$ cat config.mk
export PLATFORM = sky130hd
export DESIGN_NAME = l15_fetch_mem_arbiter_flat
export DESIGN_NICKNAME = d
export VERILOG_FILES = /design/src/rtl/l15_fetch_mem_arbiter_if.sv /design/src/rtl/l15_fetch_mem_arbiter.sv /design/src/flat_wrapper.sv
export SDC_FILE = /design/constraint.sdc
export NUM_CORES = 1
export LEC_CHECK = 0
export ABC_AREA = 1
export CORE_AREA = 2 2 279 281
export CTS_BUF_LIST = sky130_fd_sc_hd__clkbuf_4
export DETAILED_ROUTE_END_ITERATION = 8
export DIE_AREA = 0 0 281 283
export DONT_BUFFER_PORTS = 1
export HOLD_SLACK_MARGIN = 0.06
export PLACE_DENSITY_LB_ADDON = 0.25
export SLEW_MARGIN = 20
export SYNTH_ARGS = -nofsm -noshare
export SYNTH_HDL_FRONTEND = slang
export SYNTH_SLANG_ARGS = --single-unit
$ cat constraint.sdc
create_clock -name clk -period 2.4 [get_ports clk]
set_input_delay 0.24 -clock clk [delete_from_list [all_inputs] [get_ports clk]]
set_output_delay 0.24 -clock clk [all_outputs]
set_load 0.01 [all_outputs]
$ cat src/rtl/l15_fetch_mem_arbiter_if.sv
// rtl/l15_fetch_mem_arbiter_if.sv - fetch/mem client and L1.5 transducer signal bundle
interface l15_fetch_mem_arbiter_if;
   logic [4:0]  fe_rqtype, mem_rqtype;
   logic [2:0]  fe_size, mem_size;
   logic [31:0] fe_address, mem_address;
   logic [63:0] fe_data, mem_data;
   logic        fe_val, mem_val;
   logic        fe_req_ack, mem_req_ack;
   logic        fe_ack, fe_header_ack, mem_ack, mem_header_ack;
   logic        fe_rsp_val, mem_rsp_val;
   logic [63:0] fe_rsp_data_0, fe_rsp_data_1, mem_rsp_data_0, mem_rsp_data_1;
   logic [3:0]  fe_rsp_returntype, mem_rsp_returntype;
   logic [4:0]  transducer_l15_rqtype;
   logic [2:0]  transducer_l15_size;
   logic [31:0] transducer_l15_address;
   logic [63:0] transducer_l15_data;
   logic        transducer_l15_val;
   logic        transducer_l15_req_ack;
   logic        l15_transducer_ack;
   logic        l15_transducer_header_ack;
   logic        l15_transducer_val;
   logic [63:0] l15_transducer_data_0, l15_transducer_data_1;
   logic [3:0]  l15_transducer_returntype;
   logic        arb_eqmem;
   logic        memOp_done;

   // Arbiter side
   modport slave (
      input  fe_rqtype, mem_rqtype, fe_size, mem_size, fe_address, mem_address,
             fe_data, mem_data, fe_val, mem_val, fe_req_ack, mem_req_ack,
             l15_transducer_ack, l15_transducer_header_ack, l15_transducer_val,
             l15_transducer_data_0, l15_transducer_data_1, l15_transducer_returntype,
      output fe_ack, fe_header_ack, mem_ack, mem_header_ack, fe_rsp_val, mem_rsp_val,
             fe_rsp_data_0, fe_rsp_data_1, mem_rsp_data_0, mem_rsp_data_1,
             fe_rsp_returntype, mem_rsp_returntype,
             transducer_l15_rqtype, transducer_l15_size, transducer_l15_address,
             transducer_l15_data, transducer_l15_val, transducer_l15_req_ack,
             arb_eqmem, memOp_done
   );

   // Client and L1.5 side
   modport master (
      output fe_rqtype, mem_rqtype, fe_size, mem_size, fe_address, mem_address,
             fe_data, mem_data, fe_val, mem_val, fe_req_ack, mem_req_ack,
             l15_transducer_ack, l15_transducer_header_ack, l15_transducer_val,
             l15_transducer_data_0, l15_transducer_data_1, l15_transducer_returntype,
      input  fe_ack, fe_header_ack, mem_ack, mem_header_ack, fe_rsp_val, mem_rsp_val,
             fe_rsp_data_0, fe_rsp_data_1, mem_rsp_data_0, mem_rsp_data_1,
             fe_rsp_returntype, mem_rsp_returntype,
             transducer_l15_rqtype, transducer_l15_size, transducer_l15_address,
             transducer_l15_data, transducer_l15_val, transducer_l15_req_ack,
             arb_eqmem, memOp_done
   );
endinterface

$ cat src/rtl/l15_fetch_mem_arbiter.sv
// rtl/l15_fetch_mem_arbiter.sv - one-outstanding arbiter of fetch and mem clients onto the L1.5 port
module l15_fetch_mem_arbiter #(
   parameter logic RESET_PRIO_MEM = 1'b1
) (
   input  logic                    clk,
   input  logic                    nrst,
   l15_fetch_mem_arbiter_if.slave  bus
);

   typedef enum logic [1:0] {ARB_IDLE, ARB_HOLD, ARB_RESP} arb_state_t;

   arb_state_t state;
   logic       owner;        // 0 = fetch, 1 = mem
   logic       last_mem;     // last grant went to mem
   logic       mem_op_done_q;

   logic sol_type, sol_val, unsol_val;
   logic req_any, grant_mem, in_idle, sel_mem, active, resp_sol, owner_req_ack;

   // Response classification, idle-time grant and selected client
   always_comb begin
      sol_type      = (bus.l15_transducer_returntype == 4'b0000) ||
                      (bus.l15_transducer_returntype == 4'b0001) ||
                      (bus.l15_transducer_returntype == 4'b0100);
      sol_val       = bus.l15_transducer_val && sol_type;
      unsol_val     = bus.l15_transducer_val && !sol_type;
      req_any       = bus.fe_val || bus.mem_val;
      // With both requesting, the client that did not win last time goes first
      grant_mem     = bus.mem_val && !(bus.fe_val && last_mem);
      in_idle       = (state == ARB_IDLE);
      sel_mem       = in_idle ? grant_mem : owner;
      active        = !in_idle || req_any;
      resp_sol      = (state == ARB_RESP) && sol_val;
      owner_req_ack = owner ? bus.mem_req_ack : bus.fe_req_ack;
   end

   // Request path: selected client's fields, zero when nobody holds or requests the port
   always_comb begin
      bus.transducer_l15_rqtype  = '0;
      bus.transducer_l15_size    = '0;
      bus.transducer_l15_address = '0;
      bus.transducer_l15_data    = '0;
      if (active) begin
         bus.transducer_l15_rqtype  = sel_mem ? bus.mem_rqtype  : bus.fe_rqtype;
         bus.transducer_l15_size    = sel_mem ? bus.mem_size    : bus.fe_size;
         bus.transducer_l15_address = sel_mem ? bus.mem_address : bus.fe_address;
         bus.transducer_l15_data    = sel_mem ? bus.mem_data    : bus.fe_data;
      end
      // Once the header is taken the request is no longer presented
      bus.transducer_l15_val = in_idle ? req_any : (state == ARB_HOLD);
   end

   // Ack, response and req_ack routing
   always_comb begin
      bus.fe_ack          = bus.l15_transducer_ack        && active && !sel_mem;
      bus.mem_ack         = bus.l15_transducer_ack        && active &&  sel_mem;
      bus.fe_header_ack   = bus.l15_transducer_header_ack && active && !sel_mem;
      bus.mem_header_ack  = bus.l15_transducer_header_ack && active &&  sel_mem;
      // Unsolicited packets (wake-up, interrupts) always belong to fetch
      bus.fe_rsp_val      = unsol_val || (resp_sol && !owner);
      bus.mem_rsp_val     = resp_sol && owner;
      bus.fe_rsp_data_0   = bus.l15_transducer_data_0;
      bus.fe_rsp_data_1   = bus.l15_transducer_data_1;
      bus.mem_rsp_data_0  = bus.l15_transducer_data_0;
      bus.mem_rsp_data_1  = bus.l15_transducer_data_1;
      bus.fe_rsp_returntype  = bus.l15_transducer_returntype;
      bus.mem_rsp_returntype = bus.l15_transducer_returntype;
      if (unsol_val)
         bus.transducer_l15_req_ack = bus.fe_req_ack;
      else if (resp_sol)
         bus.transducer_l15_req_ack = owner_req_ack;
      else
         bus.transducer_l15_req_ack = 1'b0;
      bus.arb_eqmem  = in_idle ? bus.mem_val : owner;
      bus.memOp_done = mem_op_done_q;
   end

   // Transaction FSM: grant, wait for header ack, wait for solicited response
   always_ff @(posedge clk or negedge nrst) begin
      if (!nrst) begin
         state         <= ARB_IDLE;
         owner         <= 1'b0;
         last_mem      <= RESET_PRIO_MEM;
         mem_op_done_q <= 1'b0;
      end else begin
         mem_op_done_q <= 1'b0;
         case (state)
            ARB_IDLE: begin
               if (req_any) begin
                  owner    <= grant_mem;
                  last_mem <= grant_mem;
                  state    <= bus.l15_transducer_header_ack ? ARB_RESP : ARB_HOLD;
               end
            end
            ARB_HOLD: begin
               if (bus.l15_transducer_header_ack)
                  state <= ARB_RESP;
            end
            ARB_RESP: begin
               if (resp_sol && owner_req_ack) begin
                  state         <= ARB_IDLE;
                  mem_op_done_q <= owner;
               end
            end
            default: state <= ARB_IDLE;
         endcase
      end
   end

endmodule

$ cat src/flat_wrapper.sv
// flat-port wrapper written by rule: the top's interface ports become plain ports
module l15_fetch_mem_arbiter_flat 
#(
   parameter logic RESET_PRIO_MEM = 1'b1
)
  (clk, nrst, bus_fe_rqtype, bus_mem_rqtype, bus_fe_size, bus_mem_size, bus_fe_address, bus_mem_address, bus_fe_data, bus_mem_data, bus_fe_val, bus_mem_val, bus_fe_req_ack, bus_mem_req_ack, bus_l15_transducer_ack, bus_l15_transducer_header_ack, bus_l15_transducer_val, bus_l15_transducer_data_0, bus_l15_transducer_data_1, bus_l15_transducer_returntype, bus_fe_ack, bus_fe_header_ack, bus_mem_ack, bus_mem_header_ack, bus_fe_rsp_val, bus_mem_rsp_val, bus_fe_rsp_data_0, bus_fe_rsp_data_1, bus_mem_rsp_data_0, bus_mem_rsp_data_1, bus_fe_rsp_returntype, bus_mem_rsp_returntype, bus_transducer_l15_rqtype, bus_transducer_l15_size, bus_transducer_l15_address, bus_transducer_l15_data, bus_transducer_l15_val, bus_transducer_l15_req_ack, bus_arb_eqmem, bus_memOp_done);
  l15_fetch_mem_arbiter_if bus_i ();
  input  logic clk;
  input  logic nrst;
  input wire logic [$bits(bus_i.fe_rqtype)-1:0] bus_fe_rqtype;
  input wire logic [$bits(bus_i.mem_rqtype)-1:0] bus_mem_rqtype;
  input wire logic [$bits(bus_i.fe_size)-1:0] bus_fe_size;
  input wire logic [$bits(bus_i.mem_size)-1:0] bus_mem_size;
  input wire logic [$bits(bus_i.fe_address)-1:0] bus_fe_address;
  input wire logic [$bits(bus_i.mem_address)-1:0] bus_mem_address;
  input wire logic [$bits(bus_i.fe_data)-1:0] bus_fe_data;
  input wire logic [$bits(bus_i.mem_data)-1:0] bus_mem_data;
  input wire logic [$bits(bus_i.fe_val)-1:0] bus_fe_val;
  input wire logic [$bits(bus_i.mem_val)-1:0] bus_mem_val;
  input wire logic [$bits(bus_i.fe_req_ack)-1:0] bus_fe_req_ack;
  input wire logic [$bits(bus_i.mem_req_ack)-1:0] bus_mem_req_ack;
  input wire logic [$bits(bus_i.l15_transducer_ack)-1:0] bus_l15_transducer_ack;
  input wire logic [$bits(bus_i.l15_transducer_header_ack)-1:0] bus_l15_transducer_header_ack;
  input wire logic [$bits(bus_i.l15_transducer_val)-1:0] bus_l15_transducer_val;
  input wire logic [$bits(bus_i.l15_transducer_data_0)-1:0] bus_l15_transducer_data_0;
  input wire logic [$bits(bus_i.l15_transducer_data_1)-1:0] bus_l15_transducer_data_1;
  input wire logic [$bits(bus_i.l15_transducer_returntype)-1:0] bus_l15_transducer_returntype;
  output wire logic [$bits(bus_i.fe_ack)-1:0] bus_fe_ack;
  output wire logic [$bits(bus_i.fe_header_ack)-1:0] bus_fe_header_ack;
  output wire logic [$bits(bus_i.mem_ack)-1:0] bus_mem_ack;
  output wire logic [$bits(bus_i.mem_header_ack)-1:0] bus_mem_header_ack;
  output wire logic [$bits(bus_i.fe_rsp_val)-1:0] bus_fe_rsp_val;
  output wire logic [$bits(bus_i.mem_rsp_val)-1:0] bus_mem_rsp_val;
  output wire logic [$bits(bus_i.fe_rsp_data_0)-1:0] bus_fe_rsp_data_0;
  output wire logic [$bits(bus_i.fe_rsp_data_1)-1:0] bus_fe_rsp_data_1;
  output wire logic [$bits(bus_i.mem_rsp_data_0)-1:0] bus_mem_rsp_data_0;
  output wire logic [$bits(bus_i.mem_rsp_data_1)-1:0] bus_mem_rsp_data_1;
  output wire logic [$bits(bus_i.fe_rsp_returntype)-1:0] bus_fe_rsp_returntype;
  output wire logic [$bits(bus_i.mem_rsp_returntype)-1:0] bus_mem_rsp_returntype;
  output wire logic [$bits(bus_i.transducer_l15_rqtype)-1:0] bus_transducer_l15_rqtype;
  output wire logic [$bits(bus_i.transducer_l15_size)-1:0] bus_transducer_l15_size;
  output wire logic [$bits(bus_i.transducer_l15_address)-1:0] bus_transducer_l15_address;
  output wire logic [$bits(bus_i.transducer_l15_data)-1:0] bus_transducer_l15_data;
  output wire logic [$bits(bus_i.transducer_l15_val)-1:0] bus_transducer_l15_val;
  output wire logic [$bits(bus_i.transducer_l15_req_ack)-1:0] bus_transducer_l15_req_ack;
  output wire logic [$bits(bus_i.arb_eqmem)-1:0] bus_arb_eqmem;
  output wire logic [$bits(bus_i.memOp_done)-1:0] bus_memOp_done;
  assign bus_i.fe_rqtype = bus_fe_rqtype;
  assign bus_i.mem_rqtype = bus_mem_rqtype;
  assign bus_i.fe_size = bus_fe_size;
  assign bus_i.mem_size = bus_mem_size;
  assign bus_i.fe_address = bus_fe_address;
  assign bus_i.mem_address = bus_mem_address;
  assign bus_i.fe_data = bus_fe_data;
  assign bus_i.mem_data = bus_mem_data;
  assign bus_i.fe_val = bus_fe_val;
  assign bus_i.mem_val = bus_mem_val;
  assign bus_i.fe_req_ack = bus_fe_req_ack;
  assign bus_i.mem_req_ack = bus_mem_req_ack;
  assign bus_i.l15_transducer_ack = bus_l15_transducer_ack;
  assign bus_i.l15_transducer_header_ack = bus_l15_transducer_header_ack;
  assign bus_i.l15_transducer_val = bus_l15_transducer_val;
  assign bus_i.l15_transducer_data_0 = bus_l15_transducer_data_0;
  assign bus_i.l15_transducer_data_1 = bus_l15_transducer_data_1;
  assign bus_i.l15_transducer_returntype = bus_l15_transducer_returntype;
  assign bus_fe_ack = bus_i.fe_ack;
  assign bus_fe_header_ack = bus_i.fe_header_ack;
  assign bus_mem_ack = bus_i.mem_ack;
  assign bus_mem_header_ack = bus_i.mem_header_ack;
  assign bus_fe_rsp_val = bus_i.fe_rsp_val;
  assign bus_mem_rsp_val = bus_i.mem_rsp_val;
  assign bus_fe_rsp_data_0 = bus_i.fe_rsp_data_0;
  assign bus_fe_rsp_data_1 = bus_i.fe_rsp_data_1;
  assign bus_mem_rsp_data_0 = bus_i.mem_rsp_data_0;
  assign bus_mem_rsp_data_1 = bus_i.mem_rsp_data_1;
  assign bus_fe_rsp_returntype = bus_i.fe_rsp_returntype;
  assign bus_mem_rsp_returntype = bus_i.mem_rsp_returntype;
  assign bus_transducer_l15_rqtype = bus_i.transducer_l15_rqtype;
  assign bus_transducer_l15_size = bus_i.transducer_l15_size;
  assign bus_transducer_l15_address = bus_i.transducer_l15_address;
  assign bus_transducer_l15_data = bus_i.transducer_l15_data;
  assign bus_transducer_l15_val = bus_i.transducer_l15_val;
  assign bus_transducer_l15_req_ack = bus_i.transducer_l15_req_ack;
  assign bus_arb_eqmem = bus_i.arb_eqmem;
  assign bus_memOp_done = bus_i.memOp_done;
  l15_fetch_mem_arbiter #(.RESET_PRIO_MEM(RESET_PRIO_MEM)) u_core (.clk(clk), .nrst(nrst), .bus(bus_i));
endmodule
# Yosys cells after proc, flatten, opt, wreduce, memory -nomap -nowiden
# Cells that the tools add are included.
# Widths: inputs -> output; s select.
dict set report totals {
  ff_bits 5
  inputBits 349
  output_inout_bits 378
  word_cells 60
}
dict set report classes {
  eq_ne 7
  n_mux 21
  n_reduce_logical 28
}
# operator n
set ops {}
lappend ops {{$mux 64} 2}
lappend ops {{$mux 32} 2}
lappend ops {{$logic_and 1x1->1} 14}
lappend ops {{$mux 5} 2}
lappend ops {{$mux 1} 8}
lappend ops {{$mux 2} 4}
lappend ops {{$mux 3} 2}
lappend ops {{$pmux 2 s3} 1}
lappend ops {{$logic_not 1->1} 5}
lappend ops {{$logic_or 1x1->1} 5}
lappend ops {{$eq 4x1->1 const B} 1}
lappend ops {{$eq 4x3->1 const B} 1}
lappend ops {{$logic_not 4->1} 1}
lappend ops {{$ne 2x2->1 const B} 2}
lappend ops {{$reduce_and 3->1} 1}
lappend ops {{$eq 2x1->1 const B} 1}
lappend ops {{$eq 2x2->1 const B} 1}
lappend ops {{$logic_not 2->1} 1}
lappend ops {{$ne 2x1->1 const B} 1}
lappend ops {{$reduce_and 2->1} 1}

# Longest topological paths before layout
# Gate-level depths: netlist of run 1.
dict set report logic_depth {
  ltp_word 8
  ltp_mapped 8
  mapped_depth_nobuf 6
}

# Least setup slack after synthesis of run 1
# OpenSTA, ideal clock, no wires.
dict set report synth_path {
  path_kind {reg2out}
  start {register u_core.state[1]}
  end {output port bus_transducer_l15_address[5]}
  arrival_time_ps 1254
  t_required_ps 2160
  path_slack_ps 906
  stages_incl_launch_ff 8
  n_path_buf 2
  cell_sequence {dfrtp_1 > nor2_2 > nand3_2 > buf_2 > buf_2 > nand3_1 > nand2_1 > nor2_1}
}
dict set report synth_between {
  elab_chain_cells 4
  elab_cells_between_ends 6
  classes_between {mux (3); reduce/logical (3)}
}
# element line
set synth_lines {}
lappend synth_lines {{start: declaration} l15_fetch_mem_arbiter.sv:12} ;# arb_state_t state;
lappend synth_lines {{start signal: assignment} l15_fetch_mem_arbiter.sv:92} ;# state <= bus.l15_transducer_header_ack ? ARB_RESP : ARB_HOLD;
lappend synth_lines {{$logic_not 2->1 *} l15_fetch_mem_arbiter.sv:30} ;# in_idle = (state == ARB_IDLE);
lappend synth_lines {{$mux 1 or $logic_not 1->1 (tied branches)} {l15_fetch_mem_arbiter.sv:31, l15_fetch_mem_arbiter.sv:32}}
lappend synth_lines {{$mux 32 or $logic_or 1x1->1 (tied branches)} {l15_fetch_mem_arbiter.sv:46, l15_fetch_mem_arbiter.sv:32}}
lappend synth_lines {{$mux 32 *} l15_fetch_mem_arbiter.sv:43} ;# if (active) begin
lappend synth_lines {{end: declaration} flat_wrapper.sv:42} ;# output wire logic [$bits(bus_i.transducer_l15_address)-1:0] bus_transducer_l15_address;
# Mark *: on every way between the ends. The rest lies on a longest branch, timed or not.

# Worst setup path in the final report of run 1
dict set report layout_path {
  start {register u_core.state[1]}
  end {output port bus_transducer_l15_data[17]}
}
dict set report layout_between {
  elab_chain_cells 4
  elab_cells_between_ends 6
  classes_between {mux (3); reduce/logical (3)}
}
# element line
set layout_lines {}
lappend layout_lines {{$logic_not 2->1 *} l15_fetch_mem_arbiter.sv:30}
lappend layout_lines {{$mux 1 or $logic_not 1->1 (tied branches)} {l15_fetch_mem_arbiter.sv:31, l15_fetch_mem_arbiter.sv:32}}
lappend layout_lines {{$mux 64 or $logic_or 1x1->1 (tied branches)} {l15_fetch_mem_arbiter.sv:47, l15_fetch_mem_arbiter.sv:32}}
lappend layout_lines {{$mux 64 *} l15_fetch_mem_arbiter.sv:43}
lappend layout_lines {{end: declaration} flat_wrapper.sv:43} ;# output wire logic [$bits(bus_i.transducer_l15_data)-1:0] bus_transducer_l15_data;
# Marks and branches as above.

==> out/results.txt, run 1 <==
Max-Cap Viols: 0
Initial Utilization: 0.0633
die footprint: 79500 sq um
largest family of logic cells by synthesized area: buffers and inverters
Compound-Gate Fraction of Synth Area: 0.113
fillers: 9223
WL/cell: 14.7 um
peak supply drop: 0.430 mV
port bufs: 0
Post-Syn Nets: 1241
Worst-Skew Late Latency: 0.24 ns
CORE AREA: 76700 sq um
Max Root-Sink Buffers: 2
cell-internal power: 1.50 mW
share of layout cells above drive strength 1: 0.0813
vias in the first global route: 3888
Die Y: 283 um
Async SR Flop Fraction: 1.00
crit path max fanout: 33
crit start category: register
cells after synthesis: 892
first-pass GRT wire length: 31100 um
post-synthesis sequential area ratio: 0.0260
status: completed
WS Path Type: reg2out
Tcrit/Tclk final: 0.939
Synth top cells by count: buf_4 (269), nand2_1 (119), inv_1 (112), nor2_1 (112), nand3_1 (106)
switching power: 2.86 mW
CP peak stage delay: 0.45 ns
postcts setup bufs: 0
switching part of the total: 0.656
leading area contributor after synthesis: buf_4
gr usage total: 0.0554
Critical Path Sink Type: output pin
Worst Clk Skew: 0.000813 ns
CTS Root Cell: clkbuf_4
Top Metal Used: met5
Yosys warnings: 0
fin nets: 965
Final ANT Viol Nets: 0
CTS Sinks: 5
Leak: 2.14 nW
final setup vio count: 0
Fin Setup TNS: 0 ns
Pre-antenna DRT Iters: 4
largest net degree at the start of global routing: 84
Site Rows: 102
share of the synthesized area in the top cell type: 0.416
Data required, critical path: 2.16 ns
min Tclk post-route: 2.25 ns
antenna violations before repair: 18
Unique masters post-synth: 19
DIE WIDTH: 281 um
slowest CP cell: dfrtp_1
Fin. Hold Viols: 0
CP bufs+invs: 3
pwr dens: 1010 nW/um^2
worst slew pin tran: 0.568 ns
Synth Area in XOR/XNOR: 0
Max H-tree Level: 1
Syn Area/Cell: 5.45 sq um
placed cells: 1650
most used cell along the critical path: buf_12
Post-Synth Adder-Cell Area: 0
CTS tree: built
IO Count: 727
Post-Synth Simple-Gate Area: 0.296
Routed WL: 24300 um
met3 wire len: 3930 um
Hold Crit Class: in2reg
clock power share: 0.025
DRC violations left: 0
post-synthesis mux area share: 0
placer's final routability congestion estimate: 0.785
Mapped Area: 4860 sq um
Post-Route M1 WL: 8150 um
Primary FF master, synth: dfrtp_1
Comb pwr share: 0.937
drt via density: 2.50
Area Growth Syn to Fin: -11.2%
Synth Register Bits: 5
Final Slew Violations: 0
slew margin rel.: 0.617
RSZ-0062 raised after global routing: false
Post-synth EDFFs: 0
worst-path cell chain: inv_2 > nand2_1 > nand2_4 > buf_12 > buf_12 > a21oi_1 > nor2_1
Reg power frac: 0.038
maximum clock rate: 444 MHz
top cells by area, synth: buf_4 (42%), nand3_1 (11%), a21oi_1 (11%), nand2_1 (9.2%), inv_1 (8.7%)
Worst EP arrival: 2.01 ns
Post-Layout Cell Count: 1658
most frequent cell after synthesis: buf_4
Vias: 4153
CTS Buf Count: 3
post-detail-place hpwl: 21200 um
Crit path max-delay family: simple AND/OR/NAND/NOR gates
Starting DRT DRC Count: 180
Detail Route met2 WL: 10300 um
total gr overflow: 0
Worst-path clk slew: 0.04 ns
[worst register-to-register path, cell delays in order, from the launching register on]
cell	delay [ns]
dfrtp_1	0.45
nor2_4	0.19
nand3_4	0.12
buf_12	0.20
inv_1	0.11
nor3_1	0.05
[per-stage QoR]
step | hold slack, ns | worst slack [ns] | util | total power [mW] | cell area (sq um)
floorplan | -0.0556 | 0.906 | - | 3.62 | 4860
global placement | -0.0553 | 0.330 | 0.0555 | 4.33 | 4260
detailed placement | -0.0554 | 0.293 | 0.0555 | 4.30 | 4260
CTS | 0.0673 | 0.0371 | 0.0560 | 4.42 | 4300
global route | 0.0623 | 0.00660 | 0.0562 | 4.84 | 4310
finish | 0.0753 | 0.146 | 0.0562 | 4.36 | 4310
[layout by cell type (no fill, tap or decap), drive strengths merged]
cell type,instances
a21oi,105
and3,1
buf,39
clkbuf,4
dfrtp,4
dfstp,1
diode,3
dlygate4sd3,1
inv,113
nand2,119
nand3,108
nor2,113
nor3,2
o21ai,5
[path summary, 6_finish.rpt]
check,from,cells after the start,slack (ns),end
min reg2reg,u_core.last_mem,2,0.49,u_core.last_mem
min in group asynchronous,nrst,1,0.30,u_core.bus.memOp_done
min,bus_l15_transducer_header_ack,1,0.08,u_core.state[0]
max reg2reg,u_core.state[1],5,1.16,u_core.state[0]
max,u_core.state[1],7,0.15,bus_transducer_l15_data[17]
max in group asynchronous,nrst,1,1.84,u_core.last_mem
[timing repair]
| action | in CTS | in global routing |
|---|---|---|
| hold buffers | 1 | 0 |
| resized for setup | 0 | 2 |
| setup endpoints to repair | 0 | 2 |
| endpoints found under the hold margin | 5 | 0 |
[area by class of cell]
class                           instances  area (sq um)  share of cell area
Multi-Input combinational cell        453          2020               0.469
Sequential cell                         5           126              0.0293
Inverter                              113           424              0.0983
Timing Repair Buffer                   40           403              0.0934
Clock buffer                            4          30.0             0.00696
Antenna cell                            3          7.51             0.00174
Tap cell                             1040          1300               0.302
[kinds of logic (layout without fill, tap and decap cells)]
group	after synthesis	count (layout)
buffers and inverters	434	157
flip-flops	5	5
AND/OR/NAND/NOR	343	343
AO/OA/AOI/OAI	110	110
other	0	3
[power by group through the flow]
stage,registers (mW),clock network [mW],logic (mW)
finish,0.167,0.107,4.09
global route,0.173,0.118,4.55
CTS,0.162,0.110,4.15
detailed placement,0.164,0,4.14
global placement,0.161,0,4.17
floorplan,0.148,0,3.47
[layer usage]
metal  vias up  track usage
li1       1920            -
met1      1698       0.0535
met2       375       0.0892
met3       142       0.0324
met4        18       0.0365
met5         -            0
[sequential cells by signal, indices dropped and copies added (netlist names)]
signal / flops
u_core.state: 2
u_core.owner: 1
u_core.last_mem: 1
u_core.bus.memOp_done: 1
(Power assumes the default switching activity.)
==> inputs of run 2 (changes only) <==
--- a/config.mk
+++ b/config.mk
@@ -11,8 +11,10 @@
 export DETAILED_ROUTE_END_ITERATION = 8
 export DIE_AREA = 0 0 281 283
 export DONT_BUFFER_PORTS = 1
+export GPL_TIMING_DRIVEN = 1
 export HOLD_SLACK_MARGIN = 0.06
 export PLACE_DENSITY_LB_ADDON = 0.25
+export RECOVER_POWER = 100
 export SLEW_MARGIN = 20
 export SYNTH_ARGS = -nofsm -noshare
 export SYNTH_HDL_FRONTEND = slang
==> run 2 against run 1 <==
Register-to-register slack got worse by 0.35 ns; wire length barely moved; critical path depth did not move; die area did not move; fmax fell by 1.5%; global-route usage did not move; worst setup slack got worse by 0.034 ns; sequential power barely moved; largest cell class unchanged; largest power group unchanged; highest routed layer unchanged.
==> out/results.txt, run 2 (same netlist as run 1, synthesis figures left out) <==
Fin Setup TNS: 0 ns
Post-Layout Cell Count: 1658
crit start category: register
Site Rows: 102
M3 GR Usage: 0.0324
WL/cell: 14.7 um
postcts setup bufs: 0
crit path max fanout: 51
layer with the highest usage: met2
Hold WS: 0.0753 ns
CTS Sinks: 5
Die Y: 283 um
Worst Clk Skew: 0.000772 ns
Worst EP arrival: 2.05 ns
final core utilization: 0.0552
switching part of the total: 0.676
drt via density: 2.49
Reg2Reg Depth: 4
worst slew pin tran: 0.658 ns
Starting DRT DRC Count: 166
PnR worst setup slack: 0.112 ns
die footprint: 79500 sq um
WS Path Type: reg2out
Tcrit/Tclk final: 0.953
Final Slew Violations: 0
hold path cells: 1
Comb pwr share: 0.935
largest net degree at the start of global routing: 84
fin nets: 965
Biggest register: u_core.state
Data required, critical path: 2.16 ns
DRC violations left: 0
CTS Root Cell: clkbuf_4
DIE WIDTH: 281 um
vias in the first global route: 3888
Hold Crit Class: in2reg
placer's final routability congestion estimate: 0.785
total gr overflow: 0
first-pass GRT wire length: 31100 um
placed cells: 1650
RSZ-0062 raised after global routing: false
most frequent cells in the layout: nand2_1 (118), inv_1 (112), nor2_1 (112), nand3_1 (107), a21oi_1 (104)
met1 Use GR: 0.0535
Fin. Hold Viols: 0
Initial Utilization: 0.0633
CTS tree: built
peak supply drop: 0.424 mV
clock power share: 0.026
slew margin rel.: 0.561
Area Growth Syn to Fin: -12.9%
status: completed
gr usage total: 0.0554
post-detail-place hpwl: 21200 um
Leak: 2.09 nW
Worst-path clk slew: 0.04 ns
final setup vio count: 0
min Tclk post-route: 2.29 ns
port bufs: 0
pwr dens: 994 nW/um^2
CTS Buf Count: 3
Post-Place Setup Slack: 0.293 ns
Routed WL: 24300 um
Critical Path Sink Type: output pin
switching power: 2.84 mW
Worst-Skew Late Latency: 0.24 ns
CORE AREA: 76700 sq um
maximum clock rate: 437 MHz
cell-internal power: 1.36 mW
Max Root-Sink Buffers: 2
max FFs per register: 2
Final ANT Viol Nets: 0
commonest non-fill, non-tap cell in the layout: nand2_1
Max-Cap Viols: 0
met2 Usage GRT: 0.0892
antenna violations before repair: 18
IO Count: 727
Vias: 4136
Max H-tree Level: 1
Pre-antenna DRT Iters: 5
Reg power frac: 0.039
share of layout cells above drive strength 1: 0.0602
run 2: changes by cell type in the layout (fill, tap and decap cells not counted):
| cell | before | now |
|---|---|---|
| dfstp_2 | 1 | 0 |
| clkbuf_2 | 0 | 8 |
| buf_12 | 8 | 7 |
| nand3_4 | 2 | 1 |
| buf_4 | 31 | 11 |
| buf_2 | 0 | 1 |
| dfstp_1 | 0 | 1 |
| clkbuf_1 | 0 | 11 |
| nand3_1 | 106 | 107 |
| buf_8 | 0 | 1 |
run 2: per-layer routing:
metal	vias up	part of all wire
li1	1921	-
met1	1695	0.34
met2	360	0.42
met3	142	0.16
met4	18	0.075
met5	-	0.0047
run 2: power by group through the flow:
stage	Combinational (mW)	Sequential, mW	Clock, mW
6_report	3.93	0.164	0.107
3_3_place_gp	4.17	0.161	0
5_1_grt	4.39	0.171	0.118
3_5_place_dp	4.14	0.164	0
2_1_floorplan	3.47	0.148	0
4_1_cts	4.15	0.162	0.110
run 2: timing repair:
| action | 4_1_cts | 5_1_grt |
|---|---|---|
| endpoints found under the hold margin | 5 | 0 |
| endpoints found under the setup margin | 0 | 2 |
| hold buffers | 1 | 0 |
| gates resized for setup | 0 | 2 |
run 2: worst paths after layout:
path / start / end / slack [ns]
worst max-delay path: u_core.last_mem / bus_transducer_l15_data[36] / 0.11
worst min-delay path: bus_l15_transducer_header_ack / u_core.state[0] / 0.08
worst max register to register: u_core.last_mem / u_core.owner / 0.81
worst min register to register: u_core.last_mem / u_core.last_mem / 0.51
max in group asynchronous: nrst / u_core.last_mem / 1.84
min in group asynchronous: nrst / u_core.bus.memOp_done / 0.30
run 2: critical path, cell delays in order (launching register included):
cell and delay, ns:
dfstp_1 0.52, nand2_1 0.09, nand3_4 0.12, buf_8 0.26
buf_4 0.24, a21oi_1 0.09, nor2_1 0.24, buf_4 0.19
run 2: area by class of cell:
type                            instances  area (sq um)
Clock buffer                            4          30.0
Sequential cell                         5           126
Inverter                              113           424
Fill cell                            9234         72500
Antenna cell                            3          7.51
Tap cell                             1040          1300
Multi-Input combinational cell        453          2010
Timing Repair Buffer                   40           334
run 2: stage by stage:
step | power (mW) | cell area [sq um]
after global placement | 4.33 | 4260
final | 4.21 | 4230
after floorplan | 3.62 | 4860
after global routing | 4.68 | 4230
after detailed placement | 4.30 | 4260
after CTS | 4.42 | 4300
